$ cat src/rtl/mpram_pkg.sv
// Shared widths and write-request types for the LVT multiport RAM and its request scheduler.
package mpram_pkg;

  localparam int DATA_WIDTH = 8;
  localparam int ADDR_WIDTH = 5;

  typedef logic [ADDR_WIDTH-1:0] addr_t;
  typedef logic [DATA_WIDTH-1:0] data_t;

  typedef struct packed {
    addr_t addr;
    data_t data;
  } wr_req_t;

  typedef addr_t [1:0] addr2_t;
  typedef data_t [1:0] data2_t;

endpackage

$ cat src/rtl/mpram_wr_fifo.sv
// Synchronous write-request FIFO; pointers carry one extra wrap bit so full and empty are distinct.
module mpram_wr_fifo
  import mpram_pkg::*;
#(
  parameter int DEPTH = 4
) (
  input  logic    clk,
  input  logic    reset,
  input  logic    push,
  input  wr_req_t push_req,
  input  logic    pop,
  output wr_req_t head,
  output logic    valid,
  output logic    full
);

  localparam int PW = $clog2(DEPTH);

  logic [PW:0] wr_ptr_r;
  logic [PW:0] rd_ptr_r;
  logic        push_en_s;
  logic        pop_en_s;
  wr_req_t     mem_r [DEPTH];

  assign push_en_s = push && !full;
  assign pop_en_s  = pop && valid;

  assign valid = (wr_ptr_r != rd_ptr_r);
  assign full  = (wr_ptr_r[PW] != rd_ptr_r[PW]) &&
                 (wr_ptr_r[PW-1:0] == rd_ptr_r[PW-1:0]);
  assign head  = mem_r[rd_ptr_r[PW-1:0]];

  // Pointer state; reset discards everything queued
  always_ff @(posedge clk or negedge reset) begin
    if (!reset) begin
      wr_ptr_r <= '0;
      rd_ptr_r <= '0;
    end else begin
      if (push_en_s) wr_ptr_r <= wr_ptr_r + (PW+1)'(1);
      if (pop_en_s)  rd_ptr_r <= rd_ptr_r + (PW+1)'(1);
    end
  end

  // Entry storage; contents are only meaningful between the pointers, so no reset
  always_ff @(posedge clk) begin
    if (push_en_s) mem_r[wr_ptr_r[PW-1:0]] <= push_req;
  end

endmodule

$ cat src/rtl/mpram_req_sched.sv
// Write-request scheduler in front of the 2W/2R LVT RAM: serializes same-address writes
// with alternating priority and forwards same-cycle write data to read responses.
module mpram_req_sched #(
  parameter int DATA_WIDTH = mpram_pkg::DATA_WIDTH,
  parameter int ADDR_WIDTH = mpram_pkg::ADDR_WIDTH,
  parameter int FIFO_DEPTH = 4
) (
  input  logic                        clk,
  input  logic                        reset,
  input  logic [1:0]                  wr_valid,
  output logic [1:0]                  wr_ready,
  input  logic [1:0][ADDR_WIDTH-1:0]  wr_addr,
  input  logic [1:0][DATA_WIDTH-1:0]  wr_data,
  input  logic [1:0]                  rd_valid_in,
  input  logic [1:0][ADDR_WIDTH-1:0]  rd_addr_in,
  output logic [1:0]                  rd_valid_out,
  output logic [1:0][DATA_WIDTH-1:0]  rd_data_out,
  output logic                        wr_idle,
  output logic [1:0]                  mem_wren,
  output logic [1:0][ADDR_WIDTH-1:0]  mem_wrAddr,
  output logic [1:0][DATA_WIDTH-1:0]  mem_dIn,
  output logic [1:0][ADDR_WIDTH-1:0]  mem_rdAddr,
  input  logic [1:0][DATA_WIDTH-1:0]  mem_dOut
);

  // Widths must agree with mpram_pkg, whose request struct the FIFOs carry
  mpram_pkg::wr_req_t             push_req_s [2];
  mpram_pkg::wr_req_t             head_s     [2];
  logic [1:0]                     head_valid_s;
  logic [1:0]                     full_s;
  logic [1:0]                     push_s;
  logic [1:0]                     pop_s;
  logic                           conflict_s;
  logic                           prio_r;
  logic [1:0]                     fwd_hit_s;
  logic [1:0][DATA_WIDTH-1:0]     fwd_data_s;
  logic [1:0]                     rd_valid_r;
  logic [1:0]                     fwd_hit_r;
  logic [1:0][DATA_WIDTH-1:0]     fwd_data_r;

  assign wr_ready = ~full_s;
  assign push_s   = wr_valid & ~full_s;
  assign wr_idle  = (head_valid_s == 2'b00);

  for (genvar gi = 0; gi < 2; gi++) begin : g_ch
    assign push_req_s[gi] = '{addr: wr_addr[gi], data: wr_data[gi]};

    mpram_wr_fifo #(
      .DEPTH (FIFO_DEPTH)
    ) u_fifo (
      .clk      (clk),
      .reset    (reset),
      .push     (push_s[gi]),
      .push_req (push_req_s[gi]),
      .pop      (pop_s[gi]),
      .head     (head_s[gi]),
      .valid    (head_valid_s[gi]),
      .full     (full_s[gi])
    );
  end

  // Arbitration: equal head addresses issue one channel at a time, chosen by prio
  always_comb begin
    conflict_s = 1'b0;
    pop_s      = 2'b00;
    if ((head_valid_s == 2'b11) && (head_s[0].addr == head_s[1].addr)) begin
      conflict_s = 1'b1;
      if (prio_r) begin
        pop_s = 2'b10;
      end else begin
        pop_s = 2'b01;
      end
    end else begin
      pop_s = head_valid_s;
    end
  end

  assign mem_wren   = pop_s;
  assign mem_rdAddr = rd_addr_in;

  // Write-port drive; an unissued port is held at zero
  always_comb begin
    mem_wrAddr = '0;
    mem_dIn    = '0;
    for (int c = 0; c < 2; c++) begin
      if (pop_s[c]) begin
        mem_wrAddr[c] = head_s[c].addr;
        mem_dIn[c]    = head_s[c].data;
      end else begin
        mem_wrAddr[c] = '0;
        mem_dIn[c]    = '0;
      end
    end
  end

  // Forwarding compare; at most one issued write can match a given read address
  always_comb begin
    fwd_hit_s  = 2'b00;
    fwd_data_s = '0;
    for (int p = 0; p < 2; p++) begin
      if (rd_valid_in[p] && pop_s[0] && (rd_addr_in[p] == mem_wrAddr[0])) begin
        fwd_hit_s[p]  = 1'b1;
        fwd_data_s[p] = mem_dIn[0];
      end else if (rd_valid_in[p] && pop_s[1] && (rd_addr_in[p] == mem_wrAddr[1])) begin
        fwd_hit_s[p]  = 1'b1;
        fwd_data_s[p] = mem_dIn[1];
      end else begin
        fwd_hit_s[p]  = 1'b0;
        fwd_data_s[p] = '0;
      end
    end
  end

  // Priority toggle and read-response pipeline registers
  always_ff @(posedge clk or negedge reset) begin
    if (!reset) begin
      prio_r     <= 1'b0;
      rd_valid_r <= 2'b00;
      fwd_hit_r  <= 2'b00;
      fwd_data_r <= '0;
    end else begin
      if (conflict_s) prio_r <= ~prio_r;
      rd_valid_r <= rd_valid_in;
      fwd_hit_r  <= fwd_hit_s;
      fwd_data_r <= fwd_data_s;
    end
  end

  assign rd_valid_out = rd_valid_r;

  // Response data: captured write data on a forward hit, otherwise the RAM's registered read
  always_comb begin
    rd_data_out = '0;
    for (int p = 0; p < 2; p++) begin
      if (!rd_valid_r[p]) begin
        rd_data_out[p] = '0;
      end else if (fwd_hit_r[p]) begin
        rd_data_out[p] = fwd_data_r[p];
      end else begin
        rd_data_out[p] = mem_dOut[p];
      end
    end
  end

endmodule

$ cat config.mk
export PLATFORM = sky130hd
export DESIGN_NAME = mpram_req_sched
export DESIGN_NICKNAME = d
export VERILOG_FILES = /design/src/rtl/mpram_pkg.sv /design/src/rtl/mpram_wr_fifo.sv /design/src/rtl/mpram_req_sched.sv
export SDC_FILE = /design/constraint.sdc
export NUM_CORES = 1
export LEC_CHECK = 0
export ABC_AREA = 1
export CAP_MARGIN = 20
export CORE_MARGIN = 4
export CORE_UTILIZATION = 63
export CTS_CLUSTER_SIZE = 30
export DETAILED_ROUTE_END_ITERATION = 6
export DONT_BUFFER_PORTS = 1
export GPL_ROUTABILITY_DRIVEN = 0
export PLACE_DENSITY = 0.79
export SLEW_MARGIN = 20
export SYNTH_ARGS = -nofsm -noshare
export SYNTH_HDL_FRONTEND = slang
export SYNTH_SLANG_ARGS = --single-unit
$ cat constraint.sdc
create_clock -name clk -period 2.45 [get_ports clk]
set_input_delay 0.6125 -clock clk [delete_from_list [all_inputs] [get_ports clk]]
set_output_delay 0.6125 -clock clk [all_outputs]
set_load 0.01 [all_outputs]
---- Yosys cells after proc, flatten, opt, wreduce, memory -nomap -nowiden ----
Memories as Yosys holds them, arrays and structs flattened.
Index checks and enable logic that the tools add are counted.
Widths: inputs -> output; s select.
word-level totals
  register bits ........................... 33
  bits in writable memories ............... 104
  input bits .............................. 58
  output and inout port bits .............. 59
  word-level logic and storage cells ...... 71
  memories ................................ 2
memory list
  name                  depth  bits a word  read ports  clocked after Yosys merged registers in  write ports  line                 text
  g_ch[0].u_fifo.mem_r  4      13           1           0                                        1            mpram_wr_fifo.sv:23  wr_req_t mem_r [DEPTH];
  g_ch[1].u_fifo.mem_r  4      13           1           0                                        1            mpram_wr_fifo.sv:23
operators by class
  add/sub/neg operators ................... 4
  equal/unequal tests ..................... 12
  mux-type cells .......................... 23
  bitwise gates (word level) .............. 3
  reductions and logical operators ........ 18
operator list
  cell                 number
  $mux 8               10
  $eq 5x5->1           5
  $logic_and 1x1->1    15
  $add 3x1->3 const B  4
  $mux 5               2
  $mux 1               9
  $ne 3x3->1           2
  $eq 2x2->1           2
  $mux 2               2
  $and 2x2->2          1
  $eq 2x2->1 const B   1
  $logic_not 1->1      2
  $logic_not 2->1      1
  $ne 1x1->1           2
  $not 2->2            1
  $not 1->1            1

---- Depth between registers and ports, before layout ----
  word-level depth ........................ 9
  mapped depth ............................ 16
  gate-level depth less buffers ........... 15

---- By module ----
Synthesis repeated with hierarchy kept, for this count alone.
second synthesis, totals
  cells, all modules ...................... 675
  area total of the unflattened synthesis .. 6715.2 um^2
modules (own cells, without submodules)
  module                          instances  cells each  area an instance (um^2)  sequential area each (um^2)
  mpram_wr_fifo (g_ch[1].u_fifo)  1          187         2378.5                   1711.6
  mpram_wr_fifo (g_ch[0].u_fifo)  1          187         2377.3                   1711.6
  mpram_req_sched                 1          301         1959.4                   525.5

---- Worst setup path before layout ----
Ideal clock, no wire load.
  path kind ............................... register to output
  start point ............................. register g_ch[0].u_fifo.rd_ptr_r[0]
  end point ............................... output mem_dIn[15] (netlist bit)
  data arrival time ....................... 1.743 ns
  data required time ...................... 1.837 ns
  setup slack ............................. 0.095 ns
  cell stages (with the launch flop) ...... 10
  buffers on the path ..................... 2
  path through ............................ dfrtp_1 -> buf_6 -> buf_12 -> xnor2_4 -> nand3_4 -> nand3_2 -> nor2_4 -> nand4_4 -> nand2_4 -> a211oi_1
RTL lines
  what                    line                   text
  start, declared         mpram_wr_fifo.sv:20    logic [PW:0] rd_ptr_r;
  start signal, assigned  mpram_wr_fifo.sv:40    if (pop_en_s) rd_ptr_r <= rd_ptr_r + (PW+1)'(1);
  end, declared           mpram_req_sched.sv:21  output logic [1:0][DATA_WIDTH-1:0] mem_dIn,

==> qor.csv <==
metric;value;unit
die_x;110;microns
synth_top_family_by_area;simple AND/OR/NAND/NOR gates;
antenna_found_initial;0;
synth.area.mux_share;0;%
r2r_slack;-0.33;ns
fin_worst_skew;0.0153;ns
synth-edff-count;104;
dpl.cell_count;819;
cts_buffer_depth;2;
yosys.cell_types.count;39;
rsz0062_at_grt;true;
rr_endpoint;fwd_data_r[10];
wl_per_cell;24.7;microns
final_util;82.5;%
drt-total-wl;21800;microns
syn_area;0.00657;sq mm
via_count;5787;
synth_most_common_cell;nand2_1;
cp.arrival;2.68;ns
drcViolationCount;1;
finalCritPeriodShare;134;%
slew_headroom;66.6;%
cp-end-kind;output port;
slowest_stage;dfrtp_2;
maxSlewViolCount;0;
finalCriticalPeriod;3.30;ns
clkTransAtPathRegs;0.07;ns
synth_seq_cells;137;
grtUsageTotal;31.5;%
critPathLaunchType;flip-flop;
worstSetupPathType;reg -> out;
diodes;0;
seq_area_frac_synth;60.1;%
finalInstanceArea;0.00844;sq mm
drive_above_1_share;33.1;%
fmax;303;MHz
synth_area_leaders;edfxtp_1 48%, dfrtp_1 13%, nand2_1 7.6%, nor2_1 5.2%, o21ai_0 4.3%;
final_cells;880;
ant_nets;0;
clock_sinks;137;
min_from;rd_valid_in[1];
dpl_cell_area;0.00704;sq mm
ys.flop_type;edfxtp_1;
fill_cells;496;
tightest_slew;0.498;ns
status;finished, violations left;
dieArea;0.0121;sq mm
viasPerCell;6.58;
grt_pass1_vias;5254;
syn_inst;645;
worstPathCellList;clkinvlp_4 > nand2_2 > nand2_1 > nand2_1 > nand2_2 > nand2_1 > nand2_2 > nor2_4 > and3_4 > nand2_8 > nand2_8 > buf_12 > nor2_4;
synth_simple_gate_area_share;21.2;%
synth_top_area_share;47.5;%
maxCapViolCount;0;
ios;117;
initial_core_util;64.3;%
cts_tree;done;
first_iter_violations;737;
yosysTopAreaCell;edfxtp_1;
cpPeakStageDelay;0.45;ns
cts-root-buf;clkbuf_8;
async_flop_share;24.1;%
io_buffers;0;
reg2regPathDepth;17;
hold_viol;0;
overflow;0;
violations;DRC, setup timing;
area_growth;28.3;%
ctsHtreeMaxLevel;4;
hold_class;in -> reg;
cts_made_buffers;17;
grt_pass1_wl;27900;microns
synth_compound_area_share;7.33;%
synthXorXnorAreaFrac;2.82;%
yosys.area_share.adder;1.90;%
finalSetupViolations;50;
hold_depth;0;
die_h;110;microns
grt_max_degree;34;
place_hpwl;11100;microns
rows;37;
crit_required;1.84;ns
fin_ws;-0.845;ns
hold_path_end;rd_valid_out[1];
critPathMaxFanout;6;
syn-num-nets;713;
clk_latency;0.54;ns
coreArea;0.0102;sq mm
ys_warn_count;0;
postSynthAreaPerCell;10.2;sq um
synthTopCellsByCount;133 x nand2_1, 104 x edfxtp_1, 91 x nor2_1;
r2r-start;g_ch[1].u_fifo.rd_ptr_r[0];
nNetsFinal;799;
first_pass_iters;7;
-- area by class of cell --
class                   instances  area (sq um)  share of cell area [%]
inverters                      56           239                    2.83
flip-flops and latches        137          3950                    46.9
repair buffers                 94           830                    9.83
repair inverters                1          7.51                  0.0890
clock inverters                15           188                    2.22
well taps                     136           170                    2.02
clock buffers                  17           414                    4.91
multi-input cells             424          2640                    31.2
-- metal layers --
layer  up-vias  global-route usage (%)  part of all wire (%)
met3       202                    10.4                    14
met5         -                       0                     0
met2       632                    51.9                    46
met1      2602                    36.0                    31
li1       2351                       -                     -
met4         0                    18.1                   8.8
-- state kept, by name, indices dropped and copies added, names as in the netlist --
register              count
fwd_hit_r                 2
g_ch.u_fifo.mem_r       104
fwd_data_r               16
rd_valid_out              2
prio_r                    1
g_ch.u_fifo.rd_ptr_r      6
g_ch.u_fifo.wr_ptr_r      6
-- cells by family (layout without fill, tap and decap cells) --
logic type      after synthesis  in the layout
simple gates                305            307
compound gates               88             88
buf+inv                      86            183
flops                       137            137
xor+xnor                     19             19
fa+ha+maj                    10             10
-- how the worst max path moves through the flow --
stage | startpoint | endpoint
3_5_place_dp | g_ch[1].u_fifo.rd_ptr_r[0] | mem_wrAddr[0]
4_1_cts | g_ch[1].u_fifo.rd_ptr_r[0] | mem_dIn[2]
3_3_place_gp | g_ch[1].u_fifo.rd_ptr_r[0] | mem_wrAddr[4]
6_report | g_ch[1].u_fifo.rd_ptr_r[0] | mem_dIn[2]
2_1_floorplan | g_ch[0].u_fifo.rd_ptr_r[0] | mem_dIn[15]
5_1_grt | g_ch[1].u_fifo.rd_ptr_r[0] | mem_dIn[2]
-- worst max-delay path, delay by kind of cell, from the launching register on --
family        cells  cell delay [ns]
simple gates     11             1.33
buf+inv           2             0.38
flops             1             0.45
-- repair_timing --
action / 4_1_cts / 5_1_grt
cloned: 3 / 1
resized for setup: 101 / 49
hold endpoints to repair: 33 / 0
setup buffers: 18 / 6
setup endpoints to repair: 29 / 48
pin swaps: 18 / 31
hold buffers: 2 / 0
-- placed cells by master, fill, tap and decap left out, types with 6 or more instances in the layout --
master,netlist,layout
buf_6,5,17
nand2_2,5,35
inv_2,6,10
inv_6,0,6
nor2_1,91,81
xor2_1,11,11
nand3_2,5,11
nand3_1,39,27
buf_4,14,71
edfxtp_1,104,104
nand4_1,11,11
nor2_4,5,16
clkbuf_16,0,16
o22ai_1,15,15
inv_1,49,38
dfrtp_1,33,30
ha_1,10,10
o21ai_0,57,56
nand2_1,133,97
nand3_4,1,7
nor2_2,7,7
-- stage by stage --
| step | hold WS [ns] | worst slack, ns | TNS [ns] |
|---|---|---|---|
| 2_1_floorplan | 0.317 | 0.0945 | 0 |
| 3_3_place_gp | 0.318 | -0.00358 | -0.00509 |
| 3_5_place_dp | 0.318 | -0.0640 | -0.381 |
| 4_1_cts | 0.0874 | -0.503 | -13.14 |
| 5_1_grt | 0.0809 | -0.923 | -31.34 |
| 6_report | 0.0935 | -0.845 | -26.65 |
Power is left out: the tool's default activity adds up to more than one toggle a clock period on the data nets, which glitch-free logic cannot reach.
